--- src/rtl/ram_93422_arb_pkg.sv ---
// Shared types and sizes for the 93422 SRAM arbiter.
package ram_93422_arb_pkg;

    localparam int RAM_AW = 8;
    localparam int RAM_DW = 4;

    typedef enum logic [2:0] {
        ST_IDLE,
        ST_VRD,
        ST_CRD,
        ST_WSET,
        ST_WSTB,
        ST_WHLD
    } state_t;

endpackage

--- src/rtl/ram_93422_arb.sv ---
// Arbiter and access sequencer for a single 256x4 asynchronous SRAM shared by
// a video scan reader (priority) and a CPU requester (req/ack handshake).
// Every RAM control pin is a flop output, so the async part never sees
// combinational glitches on its strobes.
module ram_93422_arb
    import ram_93422_arb_pkg::*;
#(
    parameter int STARVE_MAX = 4,
    parameter int WR_PULSE   = 1
) (
    input  logic              clk,
    input  logic              reset,
    input  logic              vid_req,
    input  logic [RAM_AW-1:0] vid_addr,
    output logic [RAM_DW-1:0] vid_data,
    output logic              vid_valid,
    output logic              vid_miss,
    input  logic              cpu_req,
    input  logic              cpu_we,
    input  logic [RAM_AW-1:0] cpu_addr,
    input  logic [RAM_DW-1:0] cpu_wdata,
    output logic [RAM_DW-1:0] cpu_rdata,
    output logic              cpu_ack,
    output logic [RAM_AW-1:0] ram_a,
    output logic [RAM_DW-1:0] ram_i,
    input  logic [RAM_DW-1:0] ram_d,
    output logic              ram_cs1_n,
    output logic              ram_cs2,
    output logic              ram_oe_n,
    output logic              ram_w_n
);

    localparam logic [3:0] STARVE_LIM = 4'(STARVE_MAX);
    localparam logic [1:0] WCNT_LAST  = 2'(WR_PULSE - 1);

    state_t            r_state;
    logic [3:0]        r_starve;
    logic [1:0]        r_wcnt;
    logic              r_ack_done;
    logic              r_vid_lost;
    logic [RAM_AW-1:0] r_ram_a;
    logic [RAM_DW-1:0] r_ram_i;
    logic              r_ram_cs1_n;
    logic              r_ram_oe_n;
    logic              r_ram_w_n;
    logic [RAM_DW-1:0] r_vid_data;
    logic              r_vid_valid;
    logic              r_vid_miss;
    logic [RAM_DW-1:0] r_cpu_rdata;
    logic              r_cpu_ack;

    logic              w_grant_slot;
    logic              w_cpu_pend;
    logic              w_cpu_grant;
    logic              w_vid_grant;

    // Grant decision: only IDLE/VRD edges may start a new access; a CPU
    // request already acknowledged stays blocked until cpu_req drops.
    always_comb begin
        w_grant_slot = (r_state == ST_IDLE) || (r_state == ST_VRD);
        w_cpu_pend   = cpu_req && !r_ack_done;
        w_cpu_grant  = w_grant_slot && w_cpu_pend &&
                       (!vid_req || (r_starve == STARVE_LIM));
        w_vid_grant  = w_grant_slot && vid_req && !w_cpu_grant;
    end

    // Sequencer FSM with registered RAM controls and handshake outputs.
    always_ff @(posedge clk) begin
        if (reset) begin
            r_state     <= ST_IDLE;
            r_starve    <= 4'd0;
            r_wcnt      <= 2'd0;
            r_ack_done  <= 1'b0;
            r_vid_lost  <= 1'b0;
            r_ram_a     <= '0;
            r_ram_i     <= '0;
            r_ram_cs1_n <= 1'b1;
            r_ram_oe_n  <= 1'b1;
            r_ram_w_n   <= 1'b1;
            r_vid_data  <= '0;
            r_vid_valid <= 1'b0;
            r_vid_miss  <= 1'b0;
            r_cpu_rdata <= '0;
            r_cpu_ack   <= 1'b0;
        end else begin
            r_cpu_ack   <= 1'b0;
            r_vid_valid <= 1'b0;
            // A video request not granted this edge reports a miss one edge
            // later, lining up with where its data would have appeared.
            r_vid_lost  <= vid_req && !w_vid_grant;
            r_vid_miss  <= r_vid_lost;

            if (!cpu_req || w_cpu_grant) begin
                r_starve <= 4'd0;
            end else if (w_vid_grant && w_cpu_pend && (r_starve != STARVE_LIM)) begin
                r_starve <= r_starve + 4'd1;
            end

            if (!cpu_req) begin
                r_ack_done <= 1'b0;
            end

            case (r_state)
                ST_IDLE, ST_VRD: begin
                    if (r_state == ST_VRD) begin
                        r_vid_data  <= ram_d;
                        r_vid_valid <= 1'b1;
                    end
                    if (w_cpu_grant) begin
                        r_ram_a     <= cpu_addr;
                        r_ram_cs1_n <= 1'b0;
                        r_ram_w_n   <= 1'b1;
                        if (cpu_we) begin
                            r_ram_i    <= cpu_wdata;
                            r_ram_oe_n <= 1'b1;
                            r_state    <= ST_WSET;
                        end else begin
                            r_ram_oe_n <= 1'b0;
                            r_state    <= ST_CRD;
                        end
                    end else if (w_vid_grant) begin
                        r_ram_a     <= vid_addr;
                        r_ram_cs1_n <= 1'b0;
                        r_ram_oe_n  <= 1'b0;
                        r_state     <= ST_VRD;
                    end else begin
                        r_ram_cs1_n <= 1'b1;
                        r_ram_oe_n  <= 1'b1;
                        r_state     <= ST_IDLE;
                    end
                end
                ST_CRD: begin
                    r_cpu_rdata <= ram_d;
                    r_cpu_ack   <= 1'b1;
                    r_ack_done  <= 1'b1;
                    r_ram_cs1_n <= 1'b1;
                    r_ram_oe_n  <= 1'b1;
                    r_state     <= ST_IDLE;
                end
                ST_WSET: begin
                    // Address and data have had a full cycle of setup.
                    r_ram_w_n <= 1'b0;
                    r_wcnt    <= 2'd0;
                    r_state   <= ST_WSTB;
                end
                ST_WSTB: begin
                    if (r_wcnt == WCNT_LAST) begin
                        r_ram_w_n <= 1'b1;
                        r_state   <= ST_WHLD;
                    end else begin
                        r_wcnt <= r_wcnt + 2'd1;
                    end
                end
                ST_WHLD: begin
                    // Address/data held one cycle past the strobe release.
                    r_cpu_ack   <= 1'b1;
                    r_ack_done  <= 1'b1;
                    r_ram_cs1_n <= 1'b1;
                    r_state     <= ST_IDLE;
                end
                default: begin
                    r_ram_cs1_n <= 1'b1;
                    r_ram_oe_n  <= 1'b1;
                    r_ram_w_n   <= 1'b1;
                    r_state     <= ST_IDLE;
                end
            endcase
        end
    end

    assign ram_a     = r_ram_a;
    assign ram_i     = r_ram_i;
    assign ram_cs1_n = r_ram_cs1_n;
    assign ram_cs2   = 1'b1;
    assign ram_oe_n  = r_ram_oe_n;
    assign ram_w_n   = r_ram_w_n;
    assign vid_data  = r_vid_data;
    assign vid_valid = r_vid_valid;
    assign vid_miss  = r_vid_miss;
    assign cpu_rdata = r_cpu_rdata;
    assign cpu_ack   = r_cpu_ack;

endmodule

--- config.mk ---
export PLATFORM = sky130hd
export DESIGN_NAME = ram_93422_arb
export DESIGN_NICKNAME = d
export VERILOG_FILES = /design/src/rtl/ram_93422_arb_pkg.sv /design/src/rtl/ram_93422_arb.sv
export SDC_FILE = /design/constraint.sdc
export NUM_CORES = 1
export LEC_CHECK = 0
export BUFFER_PORTS_ARGS = -buffer_cell sky130_fd_sc_hd__buf_4
export CAP_MARGIN = 20
export CELL_PAD_IN_SITES_DETAIL_PLACEMENT = 0
export CELL_PAD_IN_SITES_GLOBAL_PLACEMENT = 1
export CORE_ASPECT_RATIO = 1.75
export CORE_MARGIN = 5
export CORE_UTILIZATION = 38
export CTS_CLUSTER_SIZE = 40
export DETAILED_ROUTE_END_ITERATION = 12
export PLACE_DENSITY = 0.87
export RECOVER_POWER = 100
export SYNTH_ARGS = -nofsm -noshare
export SYNTH_HDL_FRONTEND = slang
export SYNTH_SLANG_ARGS = --single-unit
--- constraint.sdc ---
create_clock -name clk -period 2.5 [get_ports clk]
set_input_delay 0.5 -clock clk [delete_from_list [all_inputs] [get_ports clk]]
set_output_delay 0.5 -clock clk [all_outputs]
set_load 0.005 [all_outputs]
* After elaboration in Yosys (flattened, before gate mapping)
Index checks and enable logic that the tools add are counted.
** Operators by class
- Eq/ne operators :: 11
- Multiplexer cells :: 22
- Bitwise operators :: 2
- Reduce and logical (&&, ||, !) cells :: 31
- $add $sub $neg :: 2
** Operators with widths (number)
- $mux W8 :: 2
- $mux W1 :: 12
- $reduce_or A2 Y1 :: 5
- $pmux W3 S3 :: 1
- $logic_and A1 B1 Y1 :: 8
- $ne A2 B2 Y1 const B :: 4
- $eq A3 B2 Y1 const B :: 2
- $eq A3 B3 Y1 const B :: 2
- $mux W3 :: 2
- $reduce_and A2 Y1 :: 3
- $reduce_and A3 Y1 :: 2
- $logic_not A1 Y1 :: 5
- $add A4 B1 Y4 const B :: 1
- $eq A4 B3 Y1 const B :: 1
- $ne A4 B3 Y1 const B :: 1
- $pmux W1 S2 :: 2
- $pmux W1 S4 :: 1
- $pmux W2 S2 :: 1
- $reduce_bool A2 Y1 :: 2
- $eq A3 B1 Y1 const B :: 1
- $logic_not A3 Y1 :: 1
- $logic_or A1 B1 Y1 :: 3
- $reduce_or A3 Y1 :: 1
- $add A2 B1 Y2 const B :: 1
- other kinds (3) :: 4
** Storage, ports and cells
- Word-level logic and storage cells :: 83
- Output and inout bits :: 27
- Bits of input ports :: 29
- Flip-flop bits (word level) :: 37

* Logic depth before layout (Yosys ltp)
- Depth after elaboration :: 9
- Mapped depth :: 6
- Mapped depth without buffers :: 6

* Worst setup path after synthesis
OpenSTA, ideal clock, no wires.
- Path kind :: in2reg
- Start :: in cpu_req
- End :: reg r_ram_i[0] (netlist: ram_i[0])
- Library setup time :: 0.128 ns
- Setup slack :: 0.691 ns
- Buffers on the path :: 1
- Cell stages on the path :: 5
- Data arrival time :: 1.682 ns
- Path through :: or4b_1 buf_2 a211oi_4 mux2i_1 nor2_1
** Between the ends
- Cells in the longest elaborated chain, start to end :: 4
** Ends and longest elaborated chain
- from (decl) :: RTL line ram_93422_arb.sv:18 : input logic cpu_req,
- $logic_and A1 B1 Y1 :: RTL line ram_93422_arb.sv:61 : w_cpu_pend = cpu_req && !r_ack_done;
- $logic_and A1 B1 Y1 (2 in series) :: RTL line ram_93422_arb.sv:62 : w_cpu_grant = w_grant_slot && w_cpu_pend &&
- $reduce_and A3 Y1 (no source line)
- to (signal assigned) :: RTL line ram_93422_arb.sv:114 : r_ram_i <= cpu_wdata;
- to (decl) :: RTL line ram_93422_arb.sv:42 : logic [RAM_DW-1:0] r_ram_i;
No other way between the ends.
A chain may end at the register's enable or synchronous reset.

* Worst setup path in the final report
- Start :: reg r_state[2]
- End :: reg r_state[0]
** Between the ends
- Cells in the longest elaborated chain, start to end :: 9
** Ends and longest elaborated chain
- from (decl) :: RTL line ram_93422_arb.sv:36 : state_t r_state;
- from (signal assigned) :: RTL line ram_93422_arb.sv:70 : r_state <= ST_IDLE;
- from (signal assigned) :: RTL line ram_93422_arb.sv:116 : r_state <= ST_WSET;
- from (signal assigned) :: RTL line ram_93422_arb.sv:119 : r_state <= ST_CRD;
- $eq A3 B1 Y1 / $logic_not A3 Y1 (equally long branches) :: RTL line ram_93422_arb.sv:60, ram_93422_arb.sv:103
- $logic_or A1 B1 Y1 :: RTL line ram_93422_arb.sv:60 : w_grant_slot = (r_state == ST_IDLE) || (r_state == ST_VRD);
- $logic_and A1 B1 Y1 (2 in series) :: RTL line ram_93422_arb.sv:62
- $logic_not A1 Y1 :: RTL line ram_93422_arb.sv:64 : w_vid_grant = w_grant_slot && vid_req && !w_cpu_grant;
- $logic_and A1 B1 Y1 :: RTL line ram_93422_arb.sv:64
- $mux W1 :: RTL line ram_93422_arb.sv:121 : end else if (w_vid_grant) begin
- $mux W3 :: RTL line ram_93422_arb.sv:109 : if (w_cpu_grant) begin
- $pmux W3 S3 :: RTL line ram_93422_arb.sv:103 : case (r_state)
Parallel ways exist; a longest one is shown, timed or not.

==> results.tsv <==
metric	value	unit
Initial Utilization	38.8	%
layout cells sized above 1	32.2	%
Core ar.	4070	um^2
Overall Global Routing Usage	14.6	%
sequential element share of the synthesized area	46.9	%
mean post-synth cell area	9.03	um^2
Comb pwr share	13.6	%
share of the synthesized area in the top cell type	46.9	%
syn_nets	207	
Syn Std Cell Area	1580	um^2
DRT antenna net count	0	
Setup TNS	0	ns
worst reg-to-reg path cell count	4	
Synth area leaders	dfxtp_1 (47%), a21oi_1 (5.7%), o221a_2 (5.7%)	
Worst Setup EP	r_state[0]$_SDFFE_PP0P_	
Final #Nets	261	
reg2reg end	r_state[0]$_SDFFE_PP0P_	
Fmax achieved	479	MHz
CTS sink cnt	37	
Site Rows	31	
H-tree depth	2	
dpl hpwl	2860	um
Total Power	1.37	mW
Rel. slew slack	10.6	%
Clock Tree Root	clkbuf_8	
YS warnings	0	
clock latency on the worst-skew pair	0.29	ns
Synth cell types	43	
PortBufs	54	
post-layout minimum cycle time	2.09	ns
flops & latches, synth	37	
VDD IR-drop max	558	uV
Slowest cell on crit path	or4b_1	
drt drc	0	
largest net degree at the start of global routing	31	
vias in the first global route	1434	
routed len/inst	13.7	um
Worst Tran Pin Value	1.34	ns
peak fanout along the critical path	13	
DR vias	1420	
Int Power	1.04	mW
PD cells	643	nW/um^2
status	complete, no violations	
TritonRoute pass-1 iters	4	
Clock Pin Slew Worst Setup and Hold Paths	0.07	ns
CTS resizes	0	
final hold violations	0	
unrepaired setup endpoints after global routing	no	
CTS buffer count	5	
Fill cells	427	
crit end category	flop	
CTS tree	yes	
Worst setup SP type	flop	
Max clock buf depth	2	
synthesis-to-finish area growth	34.6	%
fin crit share	83.4	%
gp weighted congestion	0.740	
die height	95.3	um
post-detailed-route via-to-cell ratio	5.09	
die area	5600	um^2
Hold WS	0.441	ns
setup violators final	0	
max cap viols	0	
antenna cells	0	
Clk pwr share	39.4	%
Placed Cells incl. Taps	271	
critical path's largest stage delay	0.72	ns
first-pass GRT wire length	6330	um
hold buffers post-CTS	0	
grt total ovfl	0	
synthesized instance count	175	
RR Startpoint	r_state[2]$_SDFFE_PP0P_	
Die W	58.7	um
antenna violations before repair	0	
crit path from	r_state[2]$_SDFFE_PP0P_	
Flop pwr share	47.0	%
crit path kind	flop to flop	
Net Sw Frac	23.6	%
CP Data Arrival Time	2.27	ns
Worst EP required	2.68	ns
Iteration-0 DRC Markers	25	
detailed-route wire length	3810	um
I/O pins	56	
Setup Skew	0.00480	ns
HP Class	primary input to flop	
sw power	0.323	mW
Post-Layout Cell Count	279	
cell taking the most area after synthesis	dfxtp_1	
Lkg Pwr	0.872	nW
max-slew violations	0	
Reg2Reg Setup Slack	0.41	ns
Setup Fix Bufs, Post-CTS	0	
Critical Path, Cell by Cell	or4b_1 -> o211ai_2 -> clkinv_1 -> o31a_1	
-- per-layer routing --
| metal | up-vias | GRT usage [%] | part of all wire (%) |
|---|---|---|---|
| met5 | - | 0 | 0 |
| met4 | 0 | 6.99 | 2.5 |
| met3 | 9 | 4.20 | 5.8 |
| met2 | 34 | 25.0 | 52 |
| met1 | 659 | 16.2 | 40 |
| li1 | 718 | - | - |
-- how the worst min path moves through the flow --
| stage | start | endpoint | slack [ns] | cells past startpoint |
|---|---|---|---|---|
| floorplan | r_vid_lost$_SDFF_PP0_ | vid_miss$_SDFF_PP0_ | 0.41 | 1 |
| global placement | r_vid_lost$_SDFF_PP0_ | vid_miss$_SDFF_PP0_ | 0.42 | 1 |
| detailed placement | r_vid_lost$_SDFF_PP0_ | vid_miss$_SDFF_PP0_ | 0.43 | 1 |
| CTS | cpu_wdata[3] | ram_i[3]$_SDFFE_PP0P_ | 0.44 | 3 |
| global route | cpu_wdata[3] | ram_i[3]$_SDFFE_PP0P_ | 0.45 | 3 |
| finish | cpu_wdata[3] | ram_i[3]$_SDFFE_PP0P_ | 0.44 | 3 |
-- critical path, delay by kind of cell, from the launching register on --
kind            cells  cell delay [ns]
simple gates        1             0.72
buf+inv             1             0.12
flops               1             0.43
compound gates      2             0.70
-- kinds of logic after synthesis --
logic type                 count (synthesis)  synth area share (%)
AOI/OAI and AO/OA                         43                  20.2
adders and majority gates                  3                  2.38
buffers and inverters                     26                  6.49
DFF                                       37                  46.9
muxes                                      9                  5.78
other                                      1                 0.237
and+or+nand+nor                           56                  18.1
-- layout make-up --
class	instances	area (um^2)	share of cell area [%]
tap	49	61.3	2.88
inverter	17	63.8	3.00
multi-input combinational	112	732	34.4
clock inverter	2	37.5	1.76
clock buffer	6	82.6	3.88
sequential	37	741	34.8
timing repair buffer	56	409	19.2
-- state kept, by name (all words and copies together), names as in the netlist, 2 cells and up --
name / flops
cpu_rdata: 4
r_starve: 4
r_state: 3
r_wcnt: 2
ram_a: 8
ram_i: 4
vid_data: 4
-- placed cells by master (no fill, tap or decap), types with 2 or more instances in the layout --
cell type	n
clkbuf_1	3
nor2b_1	4
inv_1	16
ha_1	3
buf_4	29
clkbuf_8	6
nand2_1	16
nand3_1	6
nand2b_1	2
nor3b_1	3
nor3_1	2
clkbuf_4	24
o21ai_0	4
nor2_1	14
a21oi_1	18
mux2i_1	8
dfxtp_1	37
a221oi_1	2
o221a_2	8
-- per-stage QoR --
step                      setup slack, ns  instance area, um^2  util [%]
after floorplan                     0.691                 1580         -
after global placement              0.435                 2020      49.7
after detailed placement            0.419                 2020      49.7
after CTS                           0.458                 2140      52.6
after global routing                0.246                 2130      52.2
final                               0.414                 2130      52.2
-- power groups by stage --
stage / sequential [mW] / combinational (mW) / clock [mW]
floorplan: 0.652 / 0.0969 / 0
global placement: 0.657 / 0.192 / 0
detailed placement: 0.658 / 0.193 / 0
CTS: 0.644 / 0.194 / 0.554
global route: 0.648 / 0.207 / 0.575
finish: 0.643 / 0.186 / 0.538
-- cells in the mapped netlist --
| cell type | number |
|---|---|
| nand2b_1 | 2 |
| nand2_1 | 16 |
| nand3_1 | 6 |
| o21ba_2 | 1 |
| or3_1 | 1 |
| nor2_1 | 14 |
| nor3b_2 | 1 |
| nand4b_1 | 1 |
| o221a_2 | 8 |
| nand4_1 | 1 |
| nor4b_1 | 1 |
| a221oi_1 | 2 |
| o21ai_1 | 1 |
| a2111oi_0 | 1 |
| a31oi_1 | 1 |
| nor2b_1 | 4 |
| ha_1 | 3 |
| and2_0 | 1 |
| conb_1 | 1 |
| or4_1 | 1 |
| buf_1 | 1 |
| nor3_1 | 2 |
| o31ai_1 | 1 |
| a211oi_4 | 1 |
| o22ai_1 | 1 |
| clkbuf_1 | 6 |
| or4b_1 | 1 |
| buf_4 | 1 |
| a22oi_1 | 1 |
| inv_1 | 16 |
| nor3b_1 | 2 |
| and3_1 | 1 |
| dfxtp_1 | 37 |
| inv_2 | 1 |
| buf_2 | 1 |
| o31a_1 | 1 |
| nand3b_1 | 1 |
| a31o_2 | 1 |
| a21oi_1 | 18 |
| mux2_2 | 1 |
| o21ai_0 | 4 |
| o211ai_2 | 1 |
| mux2i_1 | 8 |
(Power assumes the default switching activity.)
